## src/rtl/zd_phase_driver_if.sv

```systemverilog
// ---------------------------------------------------------------------------
// zd_phase_driver_if
// Operand and result handshake bundle between a compare requester and
// zd_phase_driver.
//   in_valid / in_ready / in_a / in_b : operand pair launch handshake
//   res_valid / res_ready / res_eq    : compare result return handshake
// master = requester side, slave = zd_phase_driver side.
// ---------------------------------------------------------------------------
interface zd_phase_driver_if #(
    parameter int WIDTH = 16
);
    logic             in_valid;
    logic             in_ready;
    logic [WIDTH-1:0] in_a;
    logic [WIDTH-1:0] in_b;
    logic             res_valid;
    logic             res_ready;
    logic             res_eq;

    modport master (
        output in_valid, in_a, in_b, res_ready,
        input  in_ready, res_valid, res_eq
    );

    modport slave (
        input  in_valid, in_a, in_b, res_ready,
        output in_ready, res_valid, res_eq
    );
endinterface

```

## src/rtl/zd_phase_driver.sv

```systemverilog
// ---------------------------------------------------------------------------
// zd_phase_driver
// Initiator for the adiabatic zero_detector compare path. Accepts operand
// pairs, drives them onto the detector, generates the 7-stage 4-phase power
// clocks and returns the sampled equality result through a small FIFO.
// Ports:
//   clk, rst_n     : clock, synchronous active-low reset
//   enable_i       : run request for the phase clocks
//   bus            : operand/result handshakes (zd_phase_driver_if.slave)
//   a_drv_o/b_drv_o: operands held on the detector inputs
//   clkpos_o[0:6]  : per-stage positive power clock
//   clkneg_o[0:6]  : per-stage negative power clock (always ~clkpos_o)
//   dut_out_i      : detector output
//   busy_o         : clocks running or results in flight / buffered
// ---------------------------------------------------------------------------
module zd_phase_driver #(
    parameter int WIDTH     = 16,
    parameter int QTR_TICKS = 4,
    parameter int RES_DEPTH = 2
) (
    input  logic             clk,
    input  logic             rst_n,
    input  logic             enable_i,
    zd_phase_driver_if.slave bus,
    output logic [WIDTH-1:0] a_drv_o,
    output logic [WIDTH-1:0] b_drv_o,
    output logic [0:6]       clkpos_o,
    output logic [0:6]       clkneg_o,
    input  logic             dut_out_i,
    output logic             busy_o
);
    localparam int TW = (QTR_TICKS > 1) ? $clog2(QTR_TICKS) : 1;
    localparam int CW = $clog2(RES_DEPTH + 1);
    localparam int OW = CW + 1;
    localparam logic [TW-1:0] TICK_LAST = TW'(QTR_TICKS - 1);
    localparam logic [TW-1:0] TICK_ONE  = TW'(1);
    localparam logic [CW-1:0] CNT_ONE   = CW'(1);
    localparam logic [CW-1:0] CNT_FULL  = CW'(RES_DEPTH);
    localparam logic [OW-1:0] CREDIT    = OW'(RES_DEPTH);

    // Stage k is high while (q - k) mod 4 is 0 or 1; the 2-bit subtraction wraps mod 4.
    function automatic logic [0:6] stage_clocks(input logic run, input logic [1:0] q);
        logic [0:6] pat;
        logic [1:0] ph;
        pat = 7'b0000000;
        for (int k = 0; k < 7; k++) begin
            ph     = q - 2'(k);
            pat[k] = run && (ph < 2'd2);
        end
        return pat;
    endfunction

    function automatic logic [1:0] popcount2(input logic [1:0] v);
        return {1'b0, v[1]} + {1'b0, v[0]};
    endfunction

    logic [TW-1:0]        tick_q, tick_d;
    logic [1:0]           q_q, q_d;
    logic                 run_q, run_d;
    logic [1:0]           launch_q, launch_d;
    logic [RES_DEPTH-1:0] fifo_q, fifo_d;
    logic [CW-1:0]        cnt_q, cnt_d;
    logic [WIDTH-1:0]     a_drv_q, a_drv_d;
    logic [WIDTH-1:0]     b_drv_q, b_drv_d;
    logic [0:6]           clkpos_q, clkneg_q;
    logic                 res_valid_q;
    logic                 busy_q;

    logic                 period_end_s;
    logic [1:0]           inflight_s;
    logic [OW-1:0]        outstanding_s;
    logic                 in_ready_s;
    logic                 hs_s;
    logic                 push_s;
    logic                 pop_s;
    logic [RES_DEPTH-1:0] shifted_s;
    logic                 full_s;

    // Handshake, credit and sampling decisions, all from registered state.
    always_comb begin
        period_end_s  = run_q && (tick_q == TICK_LAST) && (q_q == 2'd3);
        inflight_s    = popcount2(launch_q);
        // Credit counts every launch not yet popped: in the pipe plus buffered.
        outstanding_s = OW'(inflight_s) + OW'(cnt_q);
        in_ready_s    = period_end_s && enable_i && (outstanding_s < CREDIT);
        hs_s          = bus.in_valid && in_ready_s;
        // A launch two period ends ago is in stage 6 hold now.
        push_s        = period_end_s && launch_q[1];
        pop_s         = res_valid_q && bus.res_ready;
        full_s        = (cnt_q == CNT_FULL);
    end

    // Quarter timebase and run control.
    always_comb begin
        tick_d = tick_q;
        q_d    = q_q;
        run_d  = run_q;
        if (!run_q) begin
            run_d  = enable_i;
            tick_d = '0;
            q_d    = 2'd0;
        end else if (tick_q == TICK_LAST) begin
            tick_d = '0;
            q_d    = q_q + 2'd1;
            // Stopping is only allowed once the pipe has drained.
            if (period_end_s && !enable_i && (inflight_s == 2'd0)) begin
                run_d = 1'b0;
            end else begin
                run_d = 1'b1;
            end
        end else begin
            tick_d = tick_q + TICK_ONE;
        end
    end

    // Launch tracking, operand capture and result FIFO next state.
    always_comb begin
        int wr_idx;
        launch_d  = period_end_s ? {launch_q[0], hs_s} : launch_q;
        a_drv_d   = hs_s ? bus.in_a : a_drv_q;
        b_drv_d   = hs_s ? bus.in_b : b_drv_q;
        // Shift FIFO: entry 0 is the head, a pop shifts everything down first.
        shifted_s = pop_s ? (fifo_q >> 1) : fifo_q;
        wr_idx    = pop_s ? (int'(cnt_q) - 1) : int'(cnt_q);
        fifo_d    = shifted_s;
        for (int i = 0; i < RES_DEPTH; i++) begin
            if (push_s && (i == wr_idx)) begin
                fifo_d[i] = dut_out_i;
            end else begin
                fifo_d[i] = shifted_s[i];
            end
        end
        case ({push_s, pop_s})
            2'b10:   cnt_d = cnt_q + CNT_ONE;
            2'b01:   cnt_d = cnt_q - CNT_ONE;
            default: cnt_d = cnt_q;
        endcase
    end

    // State registers; clocks, valid and busy are registered from next state.
    always_ff @(posedge clk) begin
        if (!rst_n) begin
            tick_q      <= '0;
            q_q         <= 2'd0;
            run_q       <= 1'b0;
            launch_q    <= 2'b00;
            fifo_q      <= '0;
            cnt_q       <= '0;
            a_drv_q     <= '0;
            b_drv_q     <= '0;
            clkpos_q    <= 7'b0000000;
            clkneg_q    <= 7'b1111111;
            res_valid_q <= 1'b0;
            busy_q      <= 1'b0;
        end else begin
            tick_q      <= tick_d;
            q_q         <= q_d;
            run_q       <= run_d;
            launch_q    <= launch_d;
            fifo_q      <= fifo_d;
            cnt_q       <= cnt_d;
            a_drv_q     <= a_drv_d;
            b_drv_q     <= b_drv_d;
            clkpos_q    <= stage_clocks(run_d, q_d);
            clkneg_q    <= ~stage_clocks(run_d, q_d);
            res_valid_q <= (cnt_d != '0);
            busy_q      <= run_d || (launch_d != 2'b00) || (cnt_d != '0);
        end
    end

    assign bus.in_ready  = in_ready_s;
    assign bus.res_valid = res_valid_q;
    assign bus.res_eq    = fifo_q[0];
    assign a_drv_o       = a_drv_q;
    assign b_drv_o       = b_drv_q;
    assign clkpos_o      = clkpos_q;
    assign clkneg_o      = clkneg_q;
    assign busy_o        = busy_q;

    zd_phase_driver_chk u_chk (
        .clk    (clk),
        .rst_n  (rst_n),
        .push_i (push_s),
        .full_i (full_s)
    );
endmodule

// ---------------------------------------------------------------------------
// zd_phase_driver_chk
// Property checker: the launch credit must make a push into a full result
// buffer impossible.
// ---------------------------------------------------------------------------
module zd_phase_driver_chk (
    input logic clk,
    input logic rst_n,
    input logic push_i,
    input logic full_i
);
    a_no_overflow: assert property (@(posedge clk) disable iff (!rst_n) !(push_i && full_i));
endmodule

```

## src/flat_wrapper.sv

```systemverilog
// flat-port wrapper written by rule: the top's interface ports become plain ports
module zd_phase_driver_flat 
#(
    parameter int WIDTH     = 16,
    parameter int QTR_TICKS = 4,
    parameter int RES_DEPTH = 2
)
  (clk, rst_n, enable_i, a_drv_o, b_drv_o, clkpos_o, clkneg_o, dut_out_i, busy_o, bus_in_valid, bus_in_a, bus_in_b, bus_res_ready, bus_in_ready, bus_res_valid, bus_res_eq);
  zd_phase_driver_if #(.WIDTH(WIDTH)) bus_i ();
  input  logic clk;
  input  logic rst_n;
  input  logic enable_i;
  output logic [WIDTH-1:0] a_drv_o;
  output logic [WIDTH-1:0] b_drv_o;
  output logic [0:6] clkpos_o;
  output logic [0:6] clkneg_o;
  input  logic dut_out_i;
  output logic busy_o;
  input wire logic [$bits(bus_i.in_valid)-1:0] bus_in_valid;
  input wire logic [$bits(bus_i.in_a)-1:0] bus_in_a;
  input wire logic [$bits(bus_i.in_b)-1:0] bus_in_b;
  input wire logic [$bits(bus_i.res_ready)-1:0] bus_res_ready;
  output wire logic [$bits(bus_i.in_ready)-1:0] bus_in_ready;
  output wire logic [$bits(bus_i.res_valid)-1:0] bus_res_valid;
  output wire logic [$bits(bus_i.res_eq)-1:0] bus_res_eq;
  assign bus_i.in_valid = bus_in_valid;
  assign bus_i.in_a = bus_in_a;
  assign bus_i.in_b = bus_in_b;
  assign bus_i.res_ready = bus_res_ready;
  assign bus_in_ready = bus_i.in_ready;
  assign bus_res_valid = bus_i.res_valid;
  assign bus_res_eq = bus_i.res_eq;
  zd_phase_driver #(.WIDTH(WIDTH), .QTR_TICKS(QTR_TICKS), .RES_DEPTH(RES_DEPTH)) u_core (.clk(clk), .rst_n(rst_n), .enable_i(enable_i), .bus(bus_i), .a_drv_o(a_drv_o), .b_drv_o(b_drv_o), .clkpos_o(clkpos_o), .clkneg_o(clkneg_o), .dut_out_i(dut_out_i), .busy_o(busy_o));
endmodule
```

## config.mk

```make
export PLATFORM = sky130hd
export DESIGN_NAME = zd_phase_driver_flat
export DESIGN_NICKNAME = d
export VERILOG_FILES = /design/src/rtl/zd_phase_driver_if.sv /design/src/rtl/zd_phase_driver.sv /design/src/flat_wrapper.sv
export SDC_FILE = /design/constraint.sdc
export NUM_CORES = 1
export LEC_CHECK = 0
export CAP_MARGIN = 20
export CORE_ASPECT_RATIO = 0.6
export CORE_UTILIZATION = 25
export CTS_CLUSTER_DIAMETER = 100
export DETAILED_ROUTE_END_ITERATION = 8
export GPL_TIMING_DRIVEN = 0
export PLACE_DENSITY_LB_ADDON = 0.1
export SETUP_SLACK_MARGIN = 0.2
export SYNTH_ARGS = -nofsm -noshare
export SYNTH_HDL_FRONTEND = slang
export SYNTH_SLANG_ARGS = --single-unit
export TNS_END_PERCENT = 50
```

## constraint.sdc

```tcl
create_clock -name clk -period 4.5 [get_ports clk]
set_input_delay 0.9 -clock clk [delete_from_list [all_inputs] [get_ports clk]]
set_output_delay 0.9 -clock clk [all_outputs]
set_load 0.005 [all_outputs]
```

==> metrics, run 1 <==
fin. max-slew vios=0; setup ws final=1.10 ns; ANT nets after route=0; Post-Syn Nets=284; P_sw=0.196 mW; maximum root-to-sink buffer count=2; root buf cell=clkbuf_16; die height=73.7 µm; Comb pwr share=6.6%; Primary FF master, synth=dfxtp_1; synthesized area per cell=8.96 µm²; fmax=0.294 GHz; initial antenna violation count=0; WL/cell=12.3 µm; Post CTS Setup Buffer Count=0; peak supply drop=0.115 mV; core box area=8070 µm²; number of I/O port buffers=87; TritonCTS buffer count=5; # DRC=0; TritonCTS clock tree=built; Post-synth EDFFs=0; DP Area=3150 µm²; Fin Setup TNS=0 ns; detailed placement HPWL=4080 µm; clk sink count=53; GRT Util Overall=12.7%; Final min period=3.40 ns; count leader, synth=nand2_1; Top Ports=88; final hold violations=0; Yosys cell types=35; flops & latches, synth=53; vias in the first global route=1,661; worst path bufs/invs=2; gp weighted congestion=0.770; PD cells=278 nW/µm²; Routed WL=5460 µm; worst min path class=register to register; Ys Warns=0; final period utilization=75.5%; RSZ-0062 raised after global routing=no; share of layout cells above drive strength 1=13.2%; antenna cell count=0; worst stage delay on the critical path=0.50 ns; Pre-antenna DRT Iters=4; synth cell count leaders=75 x nand2_1, 53 x dfxtp_1, 19 x a21oi_1, 19 x a21oi_2, 9 x nor2_1; area leader, netlist=dfxtp_1; P&R area growth vs syn=53.7%; FP Rows=25; Least-Margin Pin Slew=0.693 ns; critical path endpoint category=primary output; final net count=378; switching share of total power=21.4%; family with the most delay on the worst path=adder cells; post_cts resized=0; die width=121 µm; clk_lat worst skew=0.29 ns; # hold bufs at CTS=0; post-synthesis sequential area ratio=49.6%; total grt overflow=0; Pleak=1.15 nW; Mapped Cells=239; Vias=1,859; WP data arrival=2.50 ns; Worst-path clk slew=0.07 ns; max-cap check violation count=0; Rel. slew slack=53.8%; WP data required=3.60 ns; global-route wire length before repair=8560 µm; H-tree levels=2; synth top area cells=dfxtp_1 50%, nand2_1 13%, a21oi_2 7.8%; final instance area=3290 µm²; DRT iter0 DRCs=61; outcome=completed; hold slack final=0.436 ns; Setup WS pre-CTS=1.43 ns; critical-path maximum fanout=5; PnR Total Power=0.916 mW; Worst Skew=0.00777 ns; startpoint types=register; Final setup viols=0; Synth top area share=49.6%; asr flop ratio synth=0%; largest net degree at the start of global routing=17; mapped cell area=2140 µm²; Int Power=0.720 mW; Die ar.=8950 µm²; kind of critical path=register to primary output; Via density=4.21; Critical Path, Cell by Cell=inv_1, ha_1, and2_1, fa_1, nor2_1, and3_1, clkdlybuf4s50_1; CP max stage cell=clkdlybuf4s50_1; Initial Util=26.5%; Clk network pwr share=41.4%; filler instances=814; sequential share of power=52.0%
-- routing by layer --
layer	share of wire [%]	GRT usage, %
met1	55	18.8
met3	9.2	5.28
met2	35	16.1
met4	0.93	3.29
met5	0	0
-- cell families (layout without fill, tap and decap cells) --
family / after synthesis / after routing / synth area share (%)
muxes: 3 / 3 / 1.46
AOI/OAI and AO/OA: 45 / 45 / 14.9
xor gates and xnor gates: 6 / 6 / 2.45
adders and majority gates: 7 / 7 / 4.44
and+or+nand+nor: 99 / 99 / 19.5
DFF: 53 / 53 / 49.6
buffers and inverters: 26 / 121 / 7.71
-- placed cells by master, fill, tap and decap left out, types with 2 or more instances in the layout --
cell             instances
and2_1                   2
a21oi_1                 19
buf_8                    2
clkdlybuf4s50_1         87
clkinvlp_4               2
clkbuf_1                 3
clkbuf_16                5
buf_4                    6
nor2_1                   9
nand3_1                  4
ha_1                     6
mux2i_1                  2
inv_1                    7
a21oi_2                 19
buf_6                    2
o311a_1                  2
dfxtp_1                 53
xnor2_1                  5
buf_2                    6
nand2_1                 75
-- final timing paths --
| check | startpoint | to | slack, ns | cells after the start |
|---|---|---|---|---|
| hold reg to reg | u_core.tick_q[0] | u_core.tick_q[0] | 0.44 | 1 |
| setup / recovery | u_core.launch_q[0] | bus_in_ready | 1.10 | 7 |
| setup reg to reg | u_core.launch_q[0] | u_core.b_drv_o[2] | 2.09 | 9 |
| hold / removal | u_core.tick_q[0] | u_core.tick_q[0] | 0.44 | 1 |
-- state kept, by name (all words and copies together) (netlist names) --
signal and count:
u_core.a_drv_o 16, u_core.b_drv_o 16, u_core.bus.res_valid 1, u_core.busy_o 1
u_core.clkneg_o 4, u_core.clkpos_o 4, u_core.cnt_q 2, u_core.fifo_q 2
u_core.launch_q 2, u_core.q_q 2, u_core.run_q 1, u_core.tick_q 2
-- stage by stage --
step                      utilization [%]  std cells
final                                40.8        442
after floorplan                         -        239
after CTS                            40.8        442
after global routing                 40.8        442
after global placement               39.0        434
after detailed placement             39.0        434
-- power by group through the flow --
stage | combinational, mW | clock, mW | sequential [mW]
finish | 0.0603 | 0.380 | 0.476
global route | 0.0656 | 0.411 | 0.477
CTS | 0.0612 | 0.393 | 0.476
detailed placement | 0.0607 | 0 | 0.487
global placement | 0.0614 | 0 | 0.487
floorplan | 0.0130 | 0 | 0.487
-- worst register-to-register path, cell delays in order, from the launching register on --
cell     delay, ns
dfxtp_1       0.42
inv_1         0.07
ha_1          0.28
and2_1        0.17
fa_1          0.42
nor2_1        0.17
nand4_1       0.29
buf_2         0.29
nand2_1       0.10
a21oi_2       0.05
-- layout make-up --
class / count / area, µm² / area share, %
Inverter: 7 / 26.3 / 0.798
Clock buffer: 6 / 129 / 3.92
Timing Repair Buffer: 87 / 871 / 26.5
Sequential cell: 53 / 1060 / 32.2
Clock inverter: 2 / 15.0 / 0.456
Buffer: 19 / 139 / 4.22
Tap cell: 108 / 135 / 4.11
Multi-Input combinational cell: 160 / 915 / 27.8
No activity file was read; power rests on OpenSTA's default activity.
==> inputs of run 2 (changes only) <==
==> constraint.sdc (replaced) <==
create_clock -name clk -period 3.2 [get_ports clk]
set_input_delay 0.64 -clock clk [delete_from_list [all_inputs] [get_ports clk]]
set_output_delay 0.64 -clock clk [all_outputs]
set_load 0.005 [all_outputs]
==> metrics, run 2 (synthesis results as in run 1) <==
uppermost routed layer=met4; Worst Skew=0.00755 ns (-0.000218 ns); PD cells=389 nW/µm² (+40%); startpoint types=register; Die ar.=8950 µm² (unchanged); routed length on met2=1920 µm (+1.6%); area of the multi-input gates=917 µm² (+0.27%); global-route wire length before repair=8570 µm (+0.15%); Setup WS pre-CTS=0.386 ns (-1.04 ns); share of layout cells above drive strength 1=14.3% (+1.2 points); Sequential cell area=1070 µm² (+0.47%); antenna cell count=0 (unchanged); max-cap check violation count=0 (unchanged); Reg2Reg Capture Point=u_core.b_drv_o[2]; fin. max-slew vios=0 (unchanged); initial antenna violation count=0 (unchanged); final net count=379 (+0.26%); Pre-antenna DRT Iters=4 (unchanged); largest net degree at the start of global routing=17 (unchanged); clk_lat worst skew=0.29 ns (about the same); detailed placement HPWL=4080 µm (unchanged); # hold bufs at CTS=0 (unchanged); Routed WL=5480 µm (+0.44%); RSZ-0062 raised after global routing=no; critical-path maximum fanout=5 (unchanged); die width=121 µm (unchanged); commonest non-fill, non-tap cell in the layout=clkdlybuf4s50_1; DRT iter0 DRCs=50 (-18%); gp weighted congestion=0.770 (unchanged); Final setup viols=0 (unchanged); final std cells w/o fill=443 (+0.23%); outcome=completed; kind of critical path=register to primary output; peak supply drop=0.161 mV (+41%); PnR Total Power=1.29 mW (+41%); # DRC=0 (unchanged); Fin Setup TNS=0 ns (unchanged); Initial Util=26.5% (unchanged); clk sink count=53 (unchanged); setup ws final=0.570 ns (-0.533 ns); filler instances=814 (unchanged); vias in the first global route=1,668 (+0.42%); routed wl met3=509 µm (+0.99%); Least-Margin Pin Slew=0.695 ns (+0.00242 ns); Hold Path Stages=1 (unchanged); TritonCTS buffer count=5 (unchanged); ANT nets after route=0 (unchanged); Top Ports=88 (unchanged); Worst-path clk slew=0.07 ns (about the same); maximum root-to-sink buffer count=2 (unchanged); dpl cells=434 (unchanged); R2R depth=10 (+1); Hold Startpoint=u_core.tick_q[0]; commonest cells after routing, fill and taps aside=86 x clkdlybuf4s50_1, 75 x nand2_1, 51 x dfxtp_1; fmax=0.380 GHz; worst min path class=register to register; FP Rows=25 (unchanged); WP data required=2.56 ns (-1.04 ns); setup slack, reg-to-reg=0.84 ns (-1.25 ns); final instance area=3310 µm² (+0.53%); final period utilization=82.2%; core box area=8070 µm² (unchanged); Rel. slew slack=53.7% (-0.16 points); WP data arrival=1.99 ns (-0.51 ns); critical path endpoint category=primary output; P&R area growth vs syn=54.5%; Pleak=1.17 nW (+2.2%); hold-critical path endpoint=u_core.tick_q[0]; number of I/O port buffers=87 (unchanged); total grt overflow=0 (unchanged); root buf cell=clkbuf_16; final hold violations=0 (unchanged); Final min period=2.63 ns; H-tree levels=2 (unchanged); DP Area=3150 µm² (unchanged); Via density=4.23 (+0.47%); GRT Util Overall=12.7% (+0.017 points); WL/cell=12.4 µm (+0.21%); r2r startpoint=u_core.launch_q[0]; Vias=1,872 (+0.70%); WL met1=2990 µm (-0.37%); TritonCTS clock tree=built; die height=73.7 µm (unchanged)
==> run 2: metal layers <==
| layer | up-vias | global-route usage [%] |
|---|---|---|
| met1 | 834 | 18.8 |
| met2 | 64 | 16.2 |
| met4 | 0 | 3.29 |
| met5 | - | 0 |
| li1 | 966 | - |
| met3 | 8 | 5.28 |
==> run 2: layout make-up <==
cell class                 count  area share (%)
tap                          108            4.08
clock inverter                 2           0.454
buffer                        19            4.20
clock buffer                   6            3.90
timing repair buffer          88            26.6
inverter                       7           0.794
sequential                    53            32.2
multi-input combinational    160            27.7
==> run 2: per-stage QoR <==
step           utilization (%)  hold slack [ns]
2_1_floorplan                -            0.404
3_3_place_gp              39.0            0.417
3_5_place_dp              39.0            0.421
4_1_cts                   41.0            0.436
5_1_grt                   41.0            0.456
6_report                  41.0            0.436
==> run 2: how the worst max path moves through the flow <==
stage	from	endpoint	slack, ns	cells past startpoint
2_1_floorplan	u_core.launch_q[0]	bus_in_ready	0.99	6
3_3_place_gp	u_core.launch_q[0]	bus_in_ready	0.41	7
3_5_place_dp	u_core.launch_q[0]	bus_in_ready	0.39	7
4_1_cts	u_core.launch_q[0]	bus_in_ready	0.20	7
5_1_grt	u_core.launch_q[0]	bus_in_ready	0.49	7
6_report	u_core.launch_q[0]	bus_in_ready	0.57	7
==> run 2: timing repair <==
action,4_1_cts,5_1_grt
resized for setup,4,1
endpoints found under the setup margin,1,1
buffers inserted,1,0
pin swaps,1,0
==> run 2: critical path, cell delays in order, from the launching register on <==
cell and delay (ns):
dfxtp_4 0.37, inv_1 0.04, ha_1 0.27, and2_1 0.17, fa_1 0.49, nor2_2 0.04
and3_1 0.17, dlymetal6s2s_1 0.15
==> run 2: where the power goes <==
| group | internal, mW | switching (mW) |
|---|---|---|
| Combinational | 0.0562 | 0.0286 |
| Clock | 0.291 | 0.244 |
| Sequential | 0.665 | 0.00415 |
| Total | 1.01 | 0.277 |
==> RTL change 1, RTL diff (settings of run 2) <==
Make the reset (`rst_n`) asynchronous in one clocked block. Comments in the files are not updated.
--- a/src/rtl/zd_phase_driver.sv
+++ b/src/rtl/zd_phase_driver.sv
@@ -139,5 +139,5 @@
 
     // State registers; clocks, valid and busy are registered from next state.
-    always_ff @(posedge clk) begin
+    always_ff @(posedge clk or negedge rst_n) begin
         if (!rst_n) begin
             tick_q      <= '0;
Formal check against the unedited RTL: differs if rst_n is asserted again (counterexample within 4 cycles, from zero or initial values and one cycle with rst_n low); with rst_n held inactive, the same outputs for 10 cycles.
==> RTL change 1 against run 2 <==
  * Count of clock-buffer cells in the layout is the same
  * Wire length shrank 9.5%
  * Synthesized area grew 9.2%
  * Clock skew shrank 0.0018 ns
  * Setup slack lost 0.22 ns
  * Sequential cell count is the same
  * Design area grew 7.5%
  * Global-route usage shrank 1.4 points
  * Critical path depth shrank 1
  * Largest cell class unchanged
Power is not compared: it rests on default switching activity, and its combinational part moved more than twofold at a synthesized area within 25%.
==> RTL change 1: results (changes against run 2) <==
- The flow ran to the end, and the final reports show no timing, DRC or antenna violations.
- The depth of the most critical reg-to-reg path is 8 (-2).
- The compound-cell area share of the yosys netlist is 3.157% (-12 points).
- By count the netlist is led by sky130_fd_sc_hd__dfrtp_1, sky130_fd_sc_hd__mux2_4, sky130_fd_sc_hd__inv_1, sky130_fd_sc_hd__nand2_1.
- The net count after synthesis was 206 (-27%).
- The HPWL reported at the end of detailed placement was 3.593 mm (-12%).
- The measured slew at the worst slew-check pin is 0.5098 ns (-0.1852 ns).
- The endpoint of the worst register-to-register path is u_core.a_drv_o[7]$_DFFE_PN0P_.
- The via count of the first global-routing pass is 1619 (-2.9%).
- The routed wire length per instance is 13.36 um (+8.1%).
- The post-layout instance count excluding filler cells was 371 (-16%).
- The maximum clock skew at final layout is 0.005778 ns (-0.001774 ns).
- In the synthesized netlist the dominant register cell turns out to be sky130_fd_sc_hd__dfrtp_1.
- The number of different library cells in the post-synthesis netlist is 30 (-14%).
- The post-synthesis adder-cell area fraction is 4.066% (-0.38 points).
- The violation count after the first detailed-routing iteration is 43 (-14%).
- The worst-path maximum fanout came to 2 (-3).
- The worst IR drop on VDD is 0.3380 mV.
- The fmax came to 350.9 MHz (-7.7%).
- The post-synthesis xor/xnor area fraction is 1.498% (-0.96 points).
- The register area share after synthesis is 56.93% (+7.4 points).
- The die outline width is 126.9 um (+4.4%).
- The share of synthesized registers carrying an async set or reset was 100.0% (+100 points).
- The pre-CTS setup slack came to 0.3153 ns (-0.07091 ns).
- The min-delay analysis places its worst path in the category in -> async.
- The cell count after synthesis is 161 (-33%).
- The fraction of layout instances using a drive strength above 1 came to 23.55% (+9.2 points).
- The via count normalized by instance count came to 4.005 (-5.2%).
- The global-route wire length before repair came to 8.493 mm (-0.89%).
- The final RePlAce weighted congestion is 0.7039 (-8.5%).
- The reg2reg setup slack is 0.72 ns (-0.12 ns).
- The number of fill cells in the layout is 866 (+6.4%).
- The largest net degree at the start of global routing is 35 (+18).
- The multiplexer area fraction after synthesis came to 20.55% (+19 points).
- The post-placement cell count is 361 (-17%).
## RTL change 1: worst min-delay path by stage
stage | cells after the start | slack, ns | start | end
after global placement | 1 | 0.43 | u_core.tick_q[0]$_DFF_PN0_ | u_core.tick_q[0]$_DFF_PN0_
final | 1 | 0.32 | rst_n | u_core.a_drv_o[3]$_DFFE_PN0P_
after CTS | 1 | 0.33 | rst_n | u_core.b_drv_o[11]$_DFFE_PN0P_
after global routing | 1 | 0.35 | rst_n | u_core.a_drv_o[5]$_DFFE_PN0P_
after floorplan | 0 | 0.34 | rst_n | u_core.a_drv_o[0]$_DFFE_PN0P_
after detailed placement | 1 | 0.44 | u_core.tick_q[0]$_DFF_PN0_ | u_core.tick_q[0]$_DFF_PN0_
## RTL change 1: worst max-delay path, stage by stage, from the launching register on
cell and delay, ns:
sky130_fd_sc_hd__dfrtp_1 0.36, sky130_fd_sc_hd__inv_1 0.07, sky130_fd_sc_hd__ha_1 0.28, sky130_fd_sc_hd__and2_1 0.16, sky130_fd_sc_hd__fa_1 0.48, sky130_fd_sc_hd__nor4b_4 0.31, sky130_fd_sc_hd__dlygate4sd2_1 0.27
## RTL change 1: cell type report
type	instances	area [um2]	share of cell area, %
plain buffers	9	78.83	2.218
multi-input cells	90	894.6	25.17
repair buffers	90	899.6	25.31
flip-flops and latches	53	1331	37.45
clock inverters	2	37.54	1.056
inverters	9	33.78	0.9504
well taps	112	140.1	3.942
clock buffers	6	138.9	3.907
## RTL change 1: metrics by stage
stage,hold WS (ns),instance area [um2]
floorplan,0.3444,2338
global placement,0.4276,3349
detailed placement,0.4427,3364
CTS,0.3339,3555
global route,0.3485,3555
finish,0.3166,3555
## RTL change 1: repair_timing
action | in CTS | in global routing
gates resized for setup | 1 | 0
setup buffers | 2 | 0
endpoints found under the setup margin | 1 | 0
## RTL change 1: logic make-up after synthesis
| family | Yosys count |
|---|---|
| buffers and inverters | 18 |
| adders and majority gates | 7 |
| AOI/OAI and AO/OA | 12 |
| DFF | 53 |
| xor gates and xnor gates | 4 |
| and+or+nand+nor | 34 |
| muxes | 33 |
## RTL change 1: power by group
| part | switching, mW | leakage, nW | internal, mW | total (mW) |
|---|---|---|---|---|
| sequential | 0.189 | 0.663 | 1.00 | 1.19 |
| clock | 0.241 | 0.0831 | 0.391 | 0.632 |
| combinational | 0.470 | 0.907 | 1.00 | 1.47 |
| total | 0.900 | 1.65 | 2.39 | 3.29 |
## RTL change 1: routing by layer
layer,global-route usage (%),wire [um]
met2,14.56,1810
met3,3.489,284
met4,2.857,34
met1,17.44,2829
met5,0,0
==> RTL change 2, RTL diff (flow settings as in run 2) <==
Without the edit above. `WIDTH` is set to 16 in 3 places; all go to 32.
--- a/src/rtl/zd_phase_driver_if.sv
+++ b/src/rtl/zd_phase_driver_if.sv
@@ -8,5 +8,5 @@
 // ---------------------------------------------------------------------------
 interface zd_phase_driver_if #(
-    parameter int WIDTH = 16
+    parameter int WIDTH = 32
 );
     logic             in_valid;
--- a/src/rtl/zd_phase_driver.sv
+++ b/src/rtl/zd_phase_driver.sv
@@ -15,5 +15,5 @@
 // ---------------------------------------------------------------------------
 module zd_phase_driver #(
-    parameter int WIDTH     = 16,
+    parameter int WIDTH     = 32,
     parameter int QTR_TICKS = 4,
     parameter int RES_DEPTH = 2
--- a/src/flat_wrapper.sv
+++ b/src/flat_wrapper.sv
@@ -2,5 +2,5 @@
 module zd_phase_driver_flat 
 #(
-    parameter int WIDTH     = 16,
+    parameter int WIDTH     = 32,
     parameter int QTR_TICKS = 4,
     parameter int RES_DEPTH = 2
Ports: changed (resized a_drv_o, b_drv_o, bus_in_a and bus_in_b); port bits go from 88 to 152. No check against the original RTL was run, so the function may have changed too.
==> RTL change 2 against run 2 <==
  * Wire length rose by 76%
  * Sequential power is 60% higher
  * First-iteration DRC count increased by 12%
  * Setup slack worse by 0.20 ns
  * Fmax is 7.1% lower
  * Via count grew 60%
  * Power grew 80%
  * Sequential cell count is 32 higher
  * Synthesized area grew 66%
  * Critical path depth unchanged
  * Design area is 70% higher
  * Largest power group is now clock
  * Highest routed layer unchanged
==> RTL change 2: results (changes against run 2) <==
- The flow ran to the end, and the final reports show no timing, DRC or antenna violations.
- The area of combinational cells with multiple inputs was 1573 um2 (+71%).
- The number of H-tree levels is 3 (+1).
- The share of power burned in combinational logic was 6.3% (-0.3 points).
- The number of fill cells in the layout is 1361 (+67%).
- The total number of vias is 2986 (+60%).
- The largest net degree at the start of global routing is 15 (-2).
- The number of buffers inserted during clock tree synthesis is 9 (+4).
- The total of buffers placed on input and output ports came to 151 (+74%).
- The met2 routing resource usage after global routing is 20.20% (+4.0 points).
- The final RePlAce weighted congestion was 0.7391 (-4.0%).
- The global-route wire length before repair is 15.62 mm (+82%).
- The data arrival time at the worst-slack endpoint is 2.19 ns (+0.20 ns).
- Sorting the synthesized cells by area gives the leading types as sky130_fd_sc_hd__dfxtp_1, sky130_fd_sc_hd__a21oi_2, sky130_fd_sc_hd__nand2_1.
- The HPWL reported at the end of detailed placement was 7.364 mm (+80%).
- The register area share after synthesis is 47.89% (-1.7 points).
- The number of clock-tree buffers in the layout came to 11 (+5).
- The area used by sequential logic in the layout is 1704 um2 (+60%).
- The worst IR drop on VDD is 0.1957 mV (+21%).
- The flip-flop and latch power is 1.07 mW (+60%).
- The count of sequential standard cells is 85 (+60%).
- The reg2reg setup slack was 0.90 ns (+0.06 ns).
- The compound-cell area share of the yosys netlist was 17.82% (+2.9 points).
- The number of different library cells in the post-synthesis netlist came to 36 (+2.9%).
- By count the netlist is led by sky130_fd_sc_hd__nand2_1, sky130_fd_sc_hd__dfxtp_1, sky130_fd_sc_hd__a21oi_2, sky130_fd_sc_hd__nand2_2, sky130_fd_sc_hd__a21oi_1.
- The routed length on met2 is 3.955 mm (+110%).
- The maximum clock skew at final layout is 0.005992 ns (-0.001560 ns).
- The met3 usage is 7.159% (+1.9 points).
- The worst register-to-register path ends at u_core.a_drv_o[24]$_SDFFE_PN0P_.
- The data-path buffer share of cell area in the final layout is 31.38% (+0.55 points).
- The count of plain and timing-repair buffers is 181 (+69%).
- The met3 wirelength from detailed routing came to 923 um (+81%).
- The reported leakage power was 1.869 nW (+59%).
- The count of nets after finishing is 617 (+63%).
- The routed length on met1 is 4.686 mm (+57%).
- The met1 usage is 17.57% (-1.2 points).
- The switching power is 0.4718 mW (+71%).
- The measured slew at the worst slew-check pin is 0.7978 ns (+0.1028 ns).
- The stage delay of the slowest cell on the critical path came to 0.45 ns (-0.04 ns).
- The wire length after detailed routing is 9.661 mm (+76%).
- The multi-input gate count is 256 (+60%).
- The post-synthesis adder-cell area fraction is 2.676% (-1.8 points).
==> RTL change 2: cell count changes after synthesis, sizes merged, moves of 5 or more <==
cell / run 2 / this run
clkbuf: 2 / 8
nand2: 75 / 140
buf: 17 / 22
a21oi: 38 / 70
dfxtp: 53 / 85
==> RTL change 2: repair_timing <==
action / 4_1_cts / 5_1_grt
setup buffers: 0 / 0
gates resized for setup: 4 / 0
endpoints found under the setup margin: 1 / 0
==> RTL change 2: through the flow <==
step	util, %	area (um2)	power [mW]	instances	setup slack (ns)
floorplan	-	3553	1.123	378	0.9743
global placement	38.58	5305	1.237	721	0.3479
detailed placement	38.58	5305	1.238	721	0.3408
CTS	40.92	5627	2.363	737	0.3389
global route	40.92	5627	2.419	737	0.2359
finish	40.92	5627	2.317	737	0.3697
==> RTL change 2: worst min-delay path by stage <==
| stage | startpoint | to | slack, ns | cells after the start |
|---|---|---|---|---|
| CTS | u_core.tick_q[0]$_SDFF_PP0_ | u_core.tick_q[0]$_SDFF_PP0_ | 0.43 | 1 |
| finish | u_core.tick_q[0]$_SDFF_PP0_ | u_core.tick_q[0]$_SDFF_PP0_ | 0.44 | 1 |
| global placement | u_core.tick_q[0]$_SDFF_PP0_ | u_core.tick_q[0]$_SDFF_PP0_ | 0.41 | 1 |
| global route | u_core.tick_q[0]$_SDFF_PP0_ | u_core.tick_q[0]$_SDFF_PP0_ | 0.46 | 1 |
| floorplan | u_core.tick_q[0]$_SDFF_PP0_ | u_core.tick_q[0]$_SDFF_PP0_ | 0.40 | 1 |
| detailed placement | u_core.tick_q[0]$_SDFF_PP0_ | u_core.tick_q[0]$_SDFF_PP0_ | 0.42 | 1 |
